## config.mk

```make
export PLATFORM = sky130hd
export DESIGN_NAME = codec_cfg_ctrl
export DESIGN_NICKNAME = d
export VERILOG_FILES = /design/src/rtl/codec_cfg_ctrl.sv
export SDC_FILE = /design/constraint.sdc
export NUM_CORES = 1
export LEC_CHECK = 0
export CORE_MARGIN = 2
export CORE_UTILIZATION = 45
export CTS_CLUSTER_DIAMETER = 100
export CTS_CLUSTER_SIZE = 10
export DETAILED_ROUTE_END_ITERATION = 8
export PLACE_DENSITY_LB_ADDON = 0.08
export SYNTH_ARGS = -nofsm -noshare
export SYNTH_HDL_FRONTEND = slang
export SYNTH_SLANG_ARGS = --single-unit
export TNS_END_PERCENT = 5
```

## constraint.sdc

```tcl
create_clock -name clk -period 4 [get_ports clk]
set_clock_uncertainty 0.2 [all_clocks]
set_input_delay 0.4 -clock clk [delete_from_list [all_inputs] [get_ports clk]]
set_output_delay 0.4 -clock clk [all_outputs]
set_load 0.02 [all_outputs]
```

## src/rtl/codec_cfg_ctrl.sv

```systemverilog
// Codec configuration controller: replays an 8-entry init table through a
// two-cycle serial-writer handshake, then serves runtime register writes.
module codec_cfg_ctrl #(
    parameter int GAP_CYCLES = 16,
    parameter int TIMEOUT    = 200
) (
    input  logic        clk,
    input  logic        rst,
    input  logic        start,
    input  logic        user_req,
    input  logic [14:0] user_data,
    output logic        user_ack,
    output logic        spi_req,
    output logic [14:0] spi_data,
    input  logic        spi_done,
    output logic        init_done,
    output logic        busy,
    output logic        err
);

    localparam int              GW       = (GAP_CYCLES > 1) ? $clog2(GAP_CYCLES) : 1;
    localparam logic [GW-1:0]   GAP_LAST = GW'(GAP_CYCLES - 1);
    localparam logic [7:0]      TO_LIM   = (TIMEOUT > 255) ? 8'hFF : 8'(TIMEOUT);

    typedef enum logic [2:0] {IDLE, REQ, WAIT, GAP, RUN} state_t;

    state_t        r_state;
    logic [2:0]    r_idx;
    logic [1:0]    r_req_cnt;
    logic [7:0]    r_tcnt;
    logic [GW-1:0] r_gcnt;
    logic          r_user;
    logic          r_req;
    logic [14:0]   r_data;
    logic          r_ack;
    logic          r_init_done;
    logic          r_busy;
    logic          r_err;

    function automatic logic [14:0] f_table(input logic [2:0] idx);
        case (idx)
            3'd0:    f_table = 15'h0F00;
            3'd1:    f_table = 15'h0600;
            3'd2:    f_table = 15'h0017;
            3'd3:    f_table = 15'h0279;
            3'd4:    f_table = 15'h0412;
            3'd5:    f_table = 15'h0500;
            3'd6:    f_table = 15'h0702;
            default: f_table = 15'h0901;
        endcase
    endfunction

    function automatic logic [7:0] f_sat_inc(input logic [7:0] v);
        f_sat_inc = (v == 8'hFF) ? v : v + 8'd1;
    endfunction

    always_ff @(posedge clk or negedge rst) begin
        if (!rst) begin
            r_state     <= IDLE;
            r_idx       <= 3'd0;
            r_req_cnt   <= 2'd0;
            r_tcnt      <= 8'd0;
            r_gcnt      <= '0;
            r_user      <= 1'b0;
            r_req       <= 1'b0;
            r_data      <= 15'd0;
            r_ack       <= 1'b0;
            r_init_done <= 1'b0;
            r_busy      <= 1'b0;
            r_err       <= 1'b0;
        end else begin
            r_ack <= 1'b0;
            case (r_state)
                IDLE: begin
                    if (start) begin
                        r_idx     <= 3'd0;
                        r_data    <= f_table(3'd0);
                        r_user    <= 1'b0;
                        r_err     <= 1'b0;
                        r_req_cnt <= 2'd0;
                        r_tcnt    <= 8'd0;
                        r_busy    <= 1'b1;
                        r_state   <= REQ;
                    end
                end
                // Data is already on spi_data for one cycle before spi_req rises;
                // the timeout window opens on the first spi_req cycle.
                REQ: begin
                    case (r_req_cnt)
                        2'd0: begin
                            r_req     <= 1'b1;
                            r_req_cnt <= 2'd1;
                            r_tcnt    <= 8'd1;
                        end
                        2'd1: begin
                            r_req_cnt <= 2'd2;
                            r_tcnt    <= f_sat_inc(r_tcnt);
                        end
                        default: begin
                            r_req     <= 1'b0;
                            r_req_cnt <= 2'd0;
                            r_tcnt    <= f_sat_inc(r_tcnt);
                            r_state   <= WAIT;
                        end
                    endcase
                end
                WAIT: begin
                    if (spi_done) begin
                        r_gcnt  <= '0;
                        r_ack   <= r_user;
                        r_state <= GAP;
                    end else if (r_tcnt >= TO_LIM) begin
                        r_err       <= 1'b1;
                        r_init_done <= 1'b0;
                        r_busy      <= 1'b0;
                        r_state     <= IDLE;
                    end else begin
                        r_tcnt <= f_sat_inc(r_tcnt);
                    end
                end
                GAP: begin
                    if (r_gcnt == GAP_LAST) begin
                        if (r_user) begin
                            r_busy  <= 1'b0;
                            r_state <= RUN;
                        end else if (r_idx == 3'd7) begin
                            r_init_done <= 1'b1;
                            r_busy      <= 1'b0;
                            r_state     <= RUN;
                        end else begin
                            r_idx     <= r_idx + 3'd1;
                            r_data    <= f_table(r_idx + 3'd1);
                            r_req_cnt <= 2'd0;
                            r_tcnt    <= 8'd0;
                            r_state   <= REQ;
                        end
                    end else begin
                        r_gcnt <= r_gcnt + 1'b1;
                    end
                end
                // start has priority; a held user_req stays pending until the
                // re-run init completes.
                RUN: begin
                    if (start) begin
                        r_idx       <= 3'd0;
                        r_data      <= f_table(3'd0);
                        r_user      <= 1'b0;
                        r_init_done <= 1'b0;
                        r_req_cnt   <= 2'd0;
                        r_tcnt      <= 8'd0;
                        r_busy      <= 1'b1;
                        r_state     <= REQ;
                    end else if (user_req) begin
                        r_data    <= user_data;
                        r_user    <= 1'b1;
                        r_req_cnt <= 2'd0;
                        r_tcnt    <= 8'd0;
                        r_busy    <= 1'b1;
                        r_state   <= REQ;
                    end
                end
                default: begin
                    r_busy  <= 1'b0;
                    r_req   <= 1'b0;
                    r_state <= IDLE;
                end
            endcase
        end
    end

    assign spi_req   = r_req;
    assign spi_data  = r_data;
    assign user_ack  = r_ack;
    assign init_done = r_init_done;
    assign busy      = r_busy;
    assign err       = r_err;

endmodule
```

==> impl_metrics.py <==
metrics = {
    "outcome": {
        "status": "completed",
    },
    "clocking": {
        "cts_setup_buffers": 0,
        "clockBufferDepth": 2,
        "holdBufCountCts": 0,
        "clock_sinks": 41,
        "post_cts_resize_count": 0,
        "root_buffer": "clkbuf_8",
        "clk_pin_slew_ps": 80,
        "cts_max_level": 2,
        "clkLatencyLatePin_ps": 300,
        "cts_tree": "built",
        "cts_buffers": 5,
    },
    "floorplanning": {
        "die_w_um": 76.9,
        "ios": 40,
        "rows": 26,
        "die_height_um": 76.9,
        "core_area_um2": 5110,
        "die_area_um2": 5920,
        "start_util": 0.468,
    },
    "power_and_ir_drop": {
        "switching_power_mw": 0.883,
        "clockPowerShare": 0.135,
        "p_comb_frac": 0.526,
        "vdd_ir_drop_max_v": 0.000304,
        "pwr_density_cell_nw_per_um2": 697,
        "p_int_mw": 1.11,
        "seq_power_share": 0.339,
        "p_sw_frac": 0.442,
        "leakage_nw": 1.25,
        "power_mw": 2.00,
    },
    "sta": {
        "finalCritPeriodShare": 0.629,
        "tns_ps": 0,
        "rsz0062_at_grt": "false",
        "holdWs_ps": 31.2,
        "clock.fmax_ghz": 0.398,
        "worst_pin_slew_ps": 913,
        "setup_viol": 0,
        "fin_crit_ps": 2510,
        "slew_violations": 0,
        "relSlewSlack": 0.391,
        "hold_viol": 0,
    },
    "layout": {
        "fin_nets": 333,
        "drive_gt1_frac": 0.0590,
        "area_growth_syn_to_layout_pct": 19.7,
        "n_fill_cell": 502,
        "insertedDiodeCount": 0,
        "postLayoutCellArea_um2": 2860,
        "utilization": 0.561,
    },
    "job": {
        "drv_cap": 0,
    },
    "global_route": {
        "grt-ovfl-total": 0,
        "grt_pass1_wl_um": 8890,
        "track_usage": 0.185,
        "antenna_found_initial": 0,
        "grt_max_degree": 42,
        "grt_pass1_vias": 1851,
    },
    "logic_synthesis": {
        "synth_compound_area_frac": 0.258,
        "synth_top_family_by_area": "compound AO/OA/AOI/OAI gates",
        "syn_inst": 273,
        "ys_seq_area_frac": 0.429,
        "yosysWarnings": 0,
        "syn_avg_cell_area_um2": 8.76,
        "ys_ff_latch": 41,
        "yosys.cell_types.count": 51,
        "ys.flop_type": "dfrtp_1",
        "async_reset_ff_frac": 1.00,
        "synth_edf_count": 0,
        "synth-simple-area-share": 0.198,
        "synth-adder-area-share": 0.0471,
        "synth_nets": 302,
        "netlist_area_um2": 2390,
        "synth-xor-area-share": 0.00732,
        "yosys-mux-area-fraction": 0.00471,
    },
    "worst_hold_path": {
        "min_path_type": "primary input to async pin",
    },
    "placement": {
        "place_area_um2": 2780,
        "gp_congestion": 0.806,
        "hpwlAfterDp_um": 3650,
        "portBuffers": 39,
    },
    "drt": {
        "ant_nets": 0,
        "viasPerCell": 5.49,
        "wl_per_cell_um": 13.9,
        "drtIter0Drc": 101,
        "totalWireLength_um": 5200,
        "dr_wl_met2_um": 2370,
        "firstDrtPassIters": 4,
        "drt-met1-wl_um": 2480,
        "route.detailed.drc": 0,
        "top_layer": "met4",
        "vias": 2059,
        "wl_met3_um": 302,
    },
    "worst_setup_path": {
        "crit_path_end_kind": "flip-flop",
        "critPathArrivalTime_ps": 2470,
        "path_class": "primary input to flip-flop",
        "crit_fanout": 27,
        "cp-start-kind": "primary input",
        "crit_required_ps": 3950,
    },
}
-- cell usage after synthesis, types with 2 or more instances --
| cell type | number | share of area |
|---|---|---|
| nor4_1 | 3 | 0.0078 |
| nand4_1 | 2 | 0.0052 |
| or2_2 | 3 | 0.0078 |
| o32ai_1 | 3 | 0.011 |
| o22ai_1 | 2 | 0.0052 |
| and2_1 | 2 | 0.0052 |
| xor2_1 | 2 | 0.0073 |
| o21a_1 | 2 | 0.0063 |
| buf_2 | 4 | 0.0084 |
| a21o_1 | 4 | 0.013 |
| nand2b_1 | 3 | 0.0078 |
| nor2_1 | 23 | 0.036 |
| a21oi_1 | 12 | 0.025 |
| nor3_1 | 8 | 0.017 |
| nor2b_1 | 3 | 0.0078 |
| buf_4 | 3 | 0.0094 |
| a2bb2oi_1 | 2 | 0.0073 |
| and3_1 | 4 | 0.010 |
| nand3_1 | 5 | 0.010 |
| nand2_1 | 40 | 0.063 |
| o31ai_1 | 3 | 0.0094 |
| or3_1 | 2 | 0.0052 |
| o21ai_0 | 27 | 0.056 |
| o211ai_1 | 2 | 0.0063 |
| o21ai_1 | 4 | 0.0084 |
| a22o_1 | 2 | 0.0073 |
| o22a_1 | 5 | 0.018 |
| ha_1 | 9 | 0.047 |
| inv_1 | 11 | 0.017 |
| clkbuf_1 | 6 | 0.0094 |
| a2111oi_0 | 4 | 0.015 |
| dfrtp_1 | 41 | 0.43 |
| a31oi_1 | 8 | 0.021 |
| buf_6 | 2 | 0.0094 |
-- layout make-up --
| cell class | instances | area, um^2 | share of cell area |
|---|---|---|---|
| Multi-Input combinational cell | 205 | 1230 | 0.431 |
| Sequential cell | 41 | 1030 | 0.358 |
| Timing Repair Buffer | 39 | 385 | 0.135 |
| Tap cell | 70 | 87.6 | 0.0306 |
| Clock buffer | 5 | 68.8 | 0.0240 |
| Inverter | 12 | 45.0 | 0.0157 |
| Clock inverter | 3 | 17.5 | 0.00612 |
-- cells by family (layout without fill, tap and decap cells) --
logic type               Yosys count  in the layout
buffers and inverters             27             59
AND/OR/NAND/NOR                  102            102
multiplexers                       1              1
XOR/XNOR                           2              2
adder cells (fa/ha/maj)            9              9
flip-flops                        41             41
AO/OA/AOI/OAI                     91             91
-- sequential cells by signal (all words and copies together) (netlist names) --
signal,cells
busy,1
r_req_cnt,2
r_state,3
user_ack,1
spi_req,1
err,1
r_idx,3
init_done,1
spi_data,15
r_user,1
r_tcnt,8
r_gcnt,4
-- critical path: stages --
cell and delay (ps):
clkdlybuf4s50_1 570, a2111oi_0 540, a21o_4 190, a21o_1 560, o21ai_0 190
-- final timing paths --
check                      depth (start not counted)                startpoint                  endpoint  slack, ps
hold / removal                                     1                       rst   spi_data[7]$_DFFE_PN0P_         30
max in group asynchronous                          1                       rst        user_ack$_DFF_PN0_       2990
min in group clk                                   2  spi_data[10]$_DFFE_PN0P_  spi_data[10]$_DFFE_PN0P_        280
hold reg to reg                                    2  spi_data[10]$_DFFE_PN0P_  spi_data[10]$_DFFE_PN0P_        280
setup reg to reg                                   7      r_idx[0]$_DFFE_PN0P_   spi_data[3]$_DFFE_PN0P_       1500
setup / recovery                                   5                     start   spi_data[0]$_DFFE_PN0P_       1490
-- layout by cell type, fill, tap and decap left out, types with 4 or more instances in the layout --
cell             count
a21o_1               4
ha_1                 9
and3_1               4
a2111oi_0            4
o22a_1               5
nor2_1              23
inv_1               11
o21ai_1              4
nand3_1              5
nor3_1               8
a21oi_1             12
dfrtp_1             41
a31oi_1              8
clkdlybuf4s50_1     38
clkbuf_8             5
o21ai_0             27
nand2_1             40
-- per-stage QoR --
step | instances | setup WS [ps]
floorplan | 273 | 1850
global placement | 367 | 1210
detailed placement | 367 | 1180
CTS | 375 | 1500
global route | 375 | 1260
finish | 375 | 1490
-- routing by layer --
layer  up-vias  GRT usage
met3         4     0.0435
met5         -          0
met1       955      0.253
li1       1045          -
met4         0     0.0564
met2        55      0.294
-- power by group through the flow --
stage	sequential, mW	combinational, mW	clock, mW
4_1_cts	0.676	1.06	0.279
5_1_grt	0.701	1.18	0.299
6_report	0.676	1.05	0.270
3_5_place_dp	0.683	1.05	0
3_3_place_gp	0.683	1.04	0
2_1_floorplan	0.692	0.800	0
Note: power is estimated with default switching activity, not from simulation.
